[src/rtl/ehl_ecc_scrub.sv]
// ehl_ecc_scrub: SECDED memory controller with a background scrubber.
// The host port gets encoded writes and corrected reads. A timer-driven
// scrubber walks the RAM, writes corrected codewords back on single errors
// and counts single/double errors.
// Optional feature macro: EHL_ECC_SCRUB_LOG_EN (adds a first-double-error
// address log, ports derr_log_vld / derr_log_addr).

// ehl_ecc: Hamming encoder/decoder with an optional overall parity bit.
// Data bit j sits at the j-th non-power-of-two Hamming position (3,5,6,7,9...).
// cbout = {overall parity, check bits}.
module ehl_ecc #(
    parameter int WIDTH  = 8,
    parameter int SECDED = 1,
    localparam int CWIDTH = 1 + $clog2(WIDTH)
) (
    input  logic [WIDTH-1:0]  din,
    input  logic [CWIDTH:0]   cbin,
    output logic [WIDTH-1:0]  dout,
    output logic [CWIDTH:0]   cbout,
    output logic              single_err,
    output logic              double_err
);
    // Hamming position of each data bit, packed CWIDTH bits per entry
    function automatic logic [WIDTH*CWIDTH-1:0] pos_table();
        logic [WIDTH*CWIDTH-1:0] t;
        int k;
        t = '0;
        k = 0;
        for (int p = 3; p < (1 << CWIDTH); p++) begin
            if (((p & (p - 1)) != 0) && (k < WIDTH)) begin
                t[k*CWIDTH +: CWIDTH] = CWIDTH'(p);
                k++;
            end
        end
        return t;
    endfunction

    localparam logic [WIDTH*CWIDTH-1:0] POS = pos_table();

    logic [CWIDTH-1:0] chk;
    logic [CWIDTH-1:0] syn;
    logic              par;

    // check bits: XOR of the positions of all set data bits
    always_comb begin
        chk = '0;
        for (int j = 0; j < WIDTH; j++) begin
            if (din[j]) chk = chk ^ POS[j*CWIDTH +: CWIDTH];
        end
    end

    assign cbout = {^{din, chk}, chk};
    assign syn   = chk ^ cbin[CWIDTH-1:0];
    assign par   = ^{din, cbin};

    // classify the error and flip the data bit the syndrome points at
    always_comb begin
        if (SECDED != 0) begin
            single_err = par;
            double_err = !par && (syn != '0);
        end else begin
            single_err = (syn != '0);
            double_err = 1'b0;
        end
        dout = din;
        for (int j = 0; j < WIDTH; j++) begin
            if (single_err && (syn == POS[j*CWIDTH +: CWIDTH])) dout[j] = ~din[j];
        end
    end
endmodule

module ehl_ecc_scrub #(
    parameter int WIDTH  = 8,
    parameter int AWIDTH = 6,
    parameter int CNTW   = 8,
    localparam int CWIDTH = 1 + $clog2(WIDTH),
    localparam int CW     = WIDTH + CWIDTH + 1
) (
    input  logic              clk,
    input  logic              reset,
    input  logic              host_req,
    input  logic              host_we,
    input  logic [AWIDTH-1:0] host_addr,
    input  logic [WIDTH-1:0]  host_wdata,
    output logic              host_gnt,
    output logic              host_rvalid,
    output logic [WIDTH-1:0]  host_rdata,
    output logic              host_serr,
    output logic              host_derr,
    input  logic              scrub_en,
    input  logic [15:0]       scrub_period,
    input  logic              cnt_clr,
    output logic [CNTW-1:0]   serr_cnt,
    output logic [CNTW-1:0]   derr_cnt,
    output logic              scrub_done,
`ifdef EHL_ECC_SCRUB_LOG_EN
    output logic              derr_log_vld,
    output logic [AWIDTH-1:0] derr_log_addr,
`endif
    output logic              mem_en,
    output logic              mem_we,
    output logic [AWIDTH-1:0] mem_addr,
    output logic [CW-1:0]     mem_wdata,
    input  logic [CW-1:0]     mem_rdata
);
    typedef enum logic [1:0] {IDLE, HRD, SRD, SWB} state_t;

    state_t            state, state_nxt;
    logic [AWIDTH-1:0] scrub_addr;
    logic [AWIDTH-1:0] swb_addr;
    logic [CW-1:0]     swb_cw;
    logic [15:0]       timer;
    logic              scrub_pend;
    logic [3:0]        starve_cnt;
    logic              scrub_issue;

    // ECC datapaths: host write encode, shared read decode, scrub re-encode
    logic [CWIDTH:0]   wenc_cb, renc_cb, dec_cb;
    logic [WIDTH-1:0]  wenc_d, renc_d, dec_data;
    logic              wenc_s, wenc_x, renc_s, renc_x, dec_serr, dec_derr;
    logic [2*WIDTH+CWIDTH+4:0] ecc_unused;

    ehl_ecc #(.WIDTH(WIDTH), .SECDED(1)) u_wenc (
        .din(host_wdata), .cbin('0), .dout(wenc_d), .cbout(wenc_cb),
        .single_err(wenc_s), .double_err(wenc_x));

    ehl_ecc #(.WIDTH(WIDTH), .SECDED(1)) u_dec (
        .din(mem_rdata[WIDTH-1:0]), .cbin(mem_rdata[CW-1:WIDTH]), .dout(dec_data),
        .cbout(dec_cb), .single_err(dec_serr), .double_err(dec_derr));

    ehl_ecc #(.WIDTH(WIDTH), .SECDED(1)) u_renc (
        .din(dec_data), .cbin('0), .dout(renc_d), .cbout(renc_cb),
        .single_err(renc_s), .double_err(renc_x));

    assign ecc_unused = {wenc_d, wenc_s, wenc_x, renc_d, renc_s, renc_x, dec_cb};

    // state register
    always_ff @(posedge clk) begin
        if (reset) state <= IDLE;
        else       state <= state_nxt;
    end

    // arbitration, RAM strobes and next state; everything quiet in reset
    always_comb begin
        state_nxt   = state;
        host_gnt    = 1'b0;
        mem_en      = 1'b0;
        mem_we      = 1'b0;
        mem_addr    = '0;
        mem_wdata   = '0;
        scrub_issue = 1'b0;
        if (!reset) begin
            case (state)
                IDLE: begin
                    if (scrub_pend && (!host_req || starve_cnt == 4'hF)) begin
                        scrub_issue = 1'b1;
                        mem_en      = 1'b1;
                        mem_addr    = scrub_addr;
                        state_nxt   = SRD;
                    end else if (host_req) begin
                        host_gnt = 1'b1;
                        mem_en   = 1'b1;
                        mem_addr = host_addr;
                        if (host_we) begin
                            mem_we    = 1'b1;
                            mem_wdata = {wenc_cb, host_wdata};
                        end else begin
                            state_nxt = HRD;
                        end
                    end
                end
                HRD: state_nxt = IDLE;
                SRD: state_nxt = dec_serr ? SWB : IDLE;
                SWB: begin
                    mem_en    = 1'b1;
                    mem_we    = 1'b1;
                    mem_addr  = swb_addr;
                    mem_wdata = swb_cw;
                    state_nxt = IDLE;
                end
                default: state_nxt = IDLE;
            endcase
        end
    end

    // wrap marker shown during the check of the last address
    assign scrub_done = !reset && (state == SRD) && (scrub_addr == '1);

    // scrub timer, pending flag, starvation guard, walk address, writeback regs
    always_ff @(posedge clk) begin
        if (reset) begin
            scrub_addr <= '0;
            swb_addr   <= '0;
            swb_cw     <= '0;
            timer      <= '0;
            scrub_pend <= 1'b0;
            starve_cnt <= '0;
        end else begin
            if (state == SRD) begin
                scrub_addr <= scrub_addr + 1'b1;
                swb_addr   <= scrub_addr;
                swb_cw     <= {renc_cb, dec_data};
            end
            if (!scrub_en) begin
                timer      <= '0;
                scrub_pend <= 1'b0;
                starve_cnt <= '0;
            end else begin
                if (scrub_issue)
                    starve_cnt <= '0;
                else if (state == IDLE && scrub_pend && host_req)
                    starve_cnt <= starve_cnt + 1'b1;
                if (state == SRD) begin
                    scrub_pend <= 1'b0;
                end else if (!scrub_pend) begin
                    if (timer == scrub_period) begin
                        scrub_pend <= 1'b1;
                        timer      <= '0;
                    end else begin
                        timer <= timer + 16'd1;
                    end
                end
            end
        end
    end

    // host read return: corrected data and flags one cycle after HRD
    always_ff @(posedge clk) begin
        if (reset) begin
            host_rvalid <= 1'b0;
            host_rdata  <= '0;
            host_serr   <= 1'b0;
            host_derr   <= 1'b0;
        end else begin
            host_rvalid <= (state == HRD);
            host_serr   <= (state == HRD) && dec_serr;
            host_derr   <= (state == HRD) && dec_derr;
            if (state == HRD) host_rdata <= dec_data;
        end
    end

    logic serr_inc, derr_inc;
    assign serr_inc = (host_rvalid && host_serr) || (state == SRD && dec_serr);
    assign derr_inc = (host_rvalid && host_derr) || (state == SRD && dec_derr);

    // saturating error counters; clear beats a same-cycle increment
    always_ff @(posedge clk) begin
        if (reset || cnt_clr) begin
            serr_cnt <= '0;
            derr_cnt <= '0;
        end else begin
            if (serr_inc && serr_cnt != '1) serr_cnt <= serr_cnt + 1'b1;
            if (derr_inc && derr_cnt != '1) derr_cnt <= derr_cnt + 1'b1;
        end
    end

`ifdef EHL_ECC_SCRUB_LOG_EN
    logic [AWIDTH-1:0] hrd_addr;

    // remember the host read address so a host double error can be logged
    always_ff @(posedge clk) begin
        if (reset)                    hrd_addr <= '0;
        else if (host_gnt && !host_we) hrd_addr <= host_addr;
    end

    // capture only the first double error until reset or cnt_clr
    always_ff @(posedge clk) begin
        if (reset || cnt_clr) begin
            derr_log_vld  <= 1'b0;
            derr_log_addr <= '0;
        end else if (!derr_log_vld) begin
            if (state == SRD && dec_derr) begin
                derr_log_vld  <= 1'b1;
                derr_log_addr <= scrub_addr;
            end else if (host_rvalid && host_derr) begin
                derr_log_vld  <= 1'b1;
                derr_log_addr <= hrd_addr;
            end
        end
    end
`endif
endmodule

[config.mk]
export PLATFORM = sky130hd
export DESIGN_NAME = ehl_ecc_scrub
export DESIGN_NICKNAME = d
export VERILOG_FILES = /design/src/rtl/ehl_ecc_scrub.sv
export SDC_FILE = /design/constraint.sdc
export NUM_CORES = 1
export LEC_CHECK = 0
export CORE_MARGIN = 2
export CORE_UTILIZATION = 34
export CTS_CLUSTER_SIZE = 8
export DETAILED_ROUTE_END_ITERATION = 6
export GPL_ROUTABILITY_DRIVEN = 0
export PLACE_DENSITY = 0.61
export SYNTH_ARGS = -nofsm -noshare
export SYNTH_HDL_FRONTEND = slang
export SYNTH_HIERARCHICAL = 1
export SYNTH_SLANG_ARGS = --single-unit
[constraint.sdc]
create_clock -name clk -period 4.35 [get_ports clk]
set_input_delay 0.87 -clock clk [delete_from_list [all_inputs] [get_ports clk]]
set_output_delay 0.87 -clock clk [all_outputs]
set_load 0.02 [all_outputs]
After elaboration in Yosys (flattened, before gate mapping)
Cells that the tools add are included.

Flip-flop bits (word level): 75. Word-level logic and storage cells: 173. Input port bits: 49. Output and inout bits: 50.

Reduce and logical (&&, ||, !) cells: 40. Bitwise gates (word level): 33. Add/subtract/negate cells: 5. Muxes and demuxes: 64. Equality and inequality tests: 18.

Operators with widths (count): two-way mux 13 bit (4); two-way mux 4 bit (12); two-way mux 3 bit (9); case mux 13 bit (2 select lines) (1); XOR reduction 12 bit (2); two-way mux 1 bit (23); logical AND 1 bit (22); equality test 4 bit (second input constant) (5); two-way mux 6 bit (3); inverter 2 bit (9); inverter 3 bit (6); adder 16 x 1 -> 16 bit (second input constant) (1); adder 8 x 1 -> 8 bit (second input constant) (2); equality test 16 bit (1); two-way mux 16 bit (1); != test 8 bit (second input constant) (2); two-way mux 2 bit (7); XOR reduction 13 bit (1); equality test 4 x 3 -> 1 bit (second input constant) (3); inverter 1 -> 2 bit (6); case mux 6 bit (2 select lines) (1); inverter 1 bit (11); adder 6 x 1 -> 6 bit (second input constant) (1); equality test 6 bit (second input constant) (1); 15 further kinds (26).

Longest topological paths before layout
Gate-level depths: netlist of run 1.

Depth after elaboration: 35. Mapped depth: 11. Depth with buffers taken out: 10.

Modules after synthesis
Netlist of run 1, hierarchy kept.

Modules (own cells, without submodules): ehl_ecc_scrub (sequential area each 1501.4 µm², times used 1, area an instance 3589.7 µm², cells each 408); ehl_ecc at u_dec ... (sequential area each 0.0 µm², times used 2, area an instance 494.2 µm², cells each 47); ehl_ecc at u_wenc (sequential area each 0.0 µm², times used 1, area an instance 510.5 µm², cells each 54).

Worst setup path after synthesis of run 1
OpenSTA, ideal clock, no wires.

Kind: input to register. Start point: input port mem_rdata[4]. End point: register swb_cw[12]. Arrival time: 3705 ps. Setup slack: 517 ps. Library setup time: 128 ps. Stages: 10. Cells stage by stage: xnor2_1 > xor3_4 > or3b_4 > nor3b_2 > xor2_1 > xnor3_2 > xor2_1 > xnor2_1 > mux2i_1 > nor2_1.

Elaborated cells on any way between the ends: 50. Classes of those cells: 8 x eq/ne; 20 x mux; 12 x bitwise; 10 x reduce/logical.

RTL lines: from (decl) (line 104) `input logic [CW-1:0] mem_rdata`; two-way mux 4 bit (line 48) `if (din[j]) chk = chk ^ POS[j*CWIDTH +: CWIDTH];`; inverter 2 bit (no line); two-way mux 4 bit (line 48); inverter 3 bit (no line); two-way mux 4 bit (line 48); inverter 2 bit (no line); two-way mux 4 bit (line 48); XOR 4 bit (line 53) `assign syn = chk ^ cbin[CWIDTH-1:0];`; [3 not listed]; via dec_data[2] (line 119) `logic [WIDTH-1:0] wenc_d, renc_d, dec_data;`; [2 not listed]; two-way mux 3 bit (line 48); two-way mux 4 bit (line 48); inverter 2 bit (no line); two-way mux 4 bit (line 48); inverter 3 bit (no line); two-way mux 4 bit (2 in a row) (line 48); XOR reduction 12 bit * (line 52) `assign cbout = {^{din, chk}, chk};`; via renc_cb[4] (line 118) `logic [CWIDTH:0] wenc_cb, renc_cb, dec_cb;`; to (signal assigned) (line 202) `swb_cw <= {renc_cb, dec_data};`; to (decl) (line 111) `logic [CW-1:0] swb_cw;`.

The timed path passes the listed nets; every way through them passes the cells marked *. A chain may end at the register's enable or synchronous reset.

Worst setup path after layout of run 1
Start point: input port mem_rdata[0]. End point: register swb_cw[12].

Elaborated cells on any way between the ends: 57. Classes of those cells: 8 x eq/ne; 24 x mux; 15 x bitwise; 10 x reduce/logical.

RTL lines (line): two-way mux 2 bit (48); inverter 1 -> 2 bit (no line) or two-way mux 3 bit (tied branches); two-way mux 3 bit or inverter 2 bit (tied branches); two-way mux 3 bit (48); inverter 3 bit (no line); two-way mux 3 bit (48); inverter 1 -> 2 bit (no line) or two-way mux 4 bit (tied branches); two-way mux 4 bit or inverter 2 bit (tied branches); [8 not listed]; via dec_data[2] (119); [2 not listed]; two-way mux 3 bit (48); two-way mux 4 bit (48); inverter 2 bit (no line); two-way mux 4 bit (48); inverter 3 bit (no line); two-way mux 4 bit (2 in a row) (48); XOR reduction 12 bit * (52); via renc_cb[4] (118).

Marked as above.

==> summary.txt, run 1 <==
Clock network
  • H-tree lvl count: 3
  • Clock transition at path regs: 0.06 ns
  • Hold buffer count at cts: 0
  • Post-CTS Setup Repair Bufs: 0
  • Deepest clock path buffer count: 2
  • Num Clock Sinks: 75
  • Post-CTS Resized: 0
  • CTS root buf: clkbuf_16
  • Clock latency on the worst-skew pair: 0.34 ns
  • TritonCTS clock tree: done
  • CTS buffer count: 9

Setup path
  • Critical Path AT: between 4 and 5 ns
  • Kind of critical path: primary input to flop
  • Critical Path Source Type: primary input
  • Critical Path RT: between 4 and 5 ns
  • Worst-path fanout max: 6
  • CP Capture Type: flop

STA
  • Final Hold Viols: 0
  • Final Skew: 0.00612 ns
  • Final Setup Violations: 0
  • Fin crit period: 3.97 ns
  • Fmax: 252 MHz
  • Slew at the pin closest to its max-slew limit: 0.987 ns
  • Worst slew margin: 0.341
  • RSZ-0062 raised after global routing: false
  • Final slew viol count: 0
  • Final period util: 0.912
  • Setup TNS: 0 ns

Place
  • Number of cells after detailed placement: around 730
  • Port buffer count: 98
  • Post-DP HPWL: 7700 um

Routing
  • DRT antenna net count: 0
  • Residual DRC count: 0
  • Wire per inst: roughly 14 um
  • Initial drt markers: 185
  • Total number of vias: 3604
  • Pre-antenna DRT Iters: 4
  • Vias per inst: 4.81
  • Routed wire length: 10400 um

Die
  • Row cnt: 41
  • Die footprint: 13600 um2
  • Core ar.: roughly 13000 um2
  • Chip height: 117 um
  • Die width: 117 um
  • Starting density of the core: 0.345
  • Boundary Pins: 99

Run status
  • Status: complete, no violations

Global route
  • GRT overflow: 0
  • Tot GR Track Use: 0.154
  • Largest net degree at the start of global routing: 40
  • Global-route wire length before repair: approximately 16000 um
  • Initial antenna violation count: 0
  • Number of global-route vias before repair: 3429

Pwr
  • Worst vdd ir: 177 uV
  • Clock power frac: 0.376
  • Overall Power: between 2 and 2.5 mW
  • P_int: about 1.6 mW
  • Switching part of the total power: 0.281
  • Combinational fraction of design power: 0.289
  • NetSw: 639 uW
  • Sequential Power Share: 0.335
  • LEAKAGE: around 2.2 nW
  • Power Dens Cells: between 300 and 400 nW/um2

Cells and area
  • Total Nets Final: approximately 630
  • Antenna cell count: 0
  • Fin cells: 749
  • P&R area growth vs syn: 35.6%
  • Layout cell share with drive strength beyond 1: 0.0815

Hold path
  • Hold Crit Class: flop to flop

Yosys
  • Syn Nets: 532
  • Post-Syn Area: 4310 um2
  • Mean Syn Cell Area: approximately 9 um2
  • Yosys warns: 6
  • Gate Count Post-Synth: 474

Run
  • Max-cap violations: 0
## power by group through the flow
stage	clock network (mW)	logic, mW	registers [mW]
3_5_place_dp	0	0.661	0.774
6_report	0.854	0.655	0.760
3_3_place_gp	0	0.649	0.774
5_1_grt	0.906	0.713	0.765
2_1_floorplan	0	0.436	0.777
4_1_cts	0.877	0.665	0.760
## final cells by class
type / count / area (um2)
fillers: 1269 / 6670
multi-input cells: 366 / 2680
flip-flops and latches: 75 / 1500
repair buffers: 111 / 1080
clock buffers: 11 / 243
well taps: 172 / 215
clock inverters: 4 / 98.8
inverters: 10 / 37.5
## cell usage in the layout (no fill, tap or decap), types with 11 or more instances in the layout
master           count
clkdlybuf4s50_1     98
nor2_1              94
dfxtp_1             75
xor2_1              49
xnor2_1             32
mux2i_1             31
nand2_1             19
a22oi_1             15
nand3_1             14
buf_4               13
a21oi_1             11
## final timing paths
| check | startpoint | end | slack [ns] | cells past startpoint |
|---|---|---|---|---|
| min | swb_addr[1] | swb_addr[1] | 0.50 | 2 |
| max reg2reg | state[0] | timer[15] | 1.91 | 8 |
| max | mem_rdata[0] | swb_cw[12] | 0.38 | 11 |
| min reg2reg | swb_addr[1] | swb_addr[1] | 0.50 | 2 |
## sequential cells by signal, indices dropped and copies added (netlist names), 4 cells and up
signal	flops
derr_cnt	8
timer	16
host_rdata	8
starve_cnt	4
scrub_addr	6
swb_cw	13
swb_addr	6
serr_cnt	8
## critical path, stage by stage
cell,delay (ns)
clkdlybuf4s50_1,0.55
xnor3_2,0.47
xnor3_2,0.47
or3b_4,0.42
nor3b_2,0.19
xor2_1,0.26
xnor3_2,0.39
xor2_1,0.25
xnor2_1,0.12
mux2i_1,0.14
nor2_1,0.05
## routing by layer
layer  vias to the layer above  track usage  share of wire
li1                       1828            -              -
met1                      1666        0.195           0.45
met2                        96        0.253           0.48
met3                        14       0.0410          0.054
met4                         0       0.0580          0.018
met5                         -            0              0
## per-stage QoR
step                 util  hold WS [ns]  instance area (um2)  setup WS (ns)
finish              0.467         0.499                 5850          0.382
global route        0.467         0.508                 5850          0.215
CTS                 0.467         0.502                 5850          0.363
detailed placement  0.440         0.483                 5510        0.00387
global placement    0.440         0.474                 5510          0.153
floorplan               -         0.459                 4310          0.733
(Power assumes the default switching activity.)
==> run 2: changes to the inputs <==
--- a/config.mk
+++ b/config.mk
@@ -11,6 +11,7 @@
 export DETAILED_ROUTE_END_ITERATION = 6
 export GPL_ROUTABILITY_DRIVEN = 0
 export PLACE_DENSITY = 0.61
+export SETUP_SLACK_MARGIN = 0.15
 export SYNTH_ARGS = -nofsm -noshare
 export SYNTH_HDL_FRONTEND = slang
 export SYNTH_HIERARCHICAL = 1
==> results of run 2 <==
The final DEF is identical to that of run 1; final timing and power are the same.
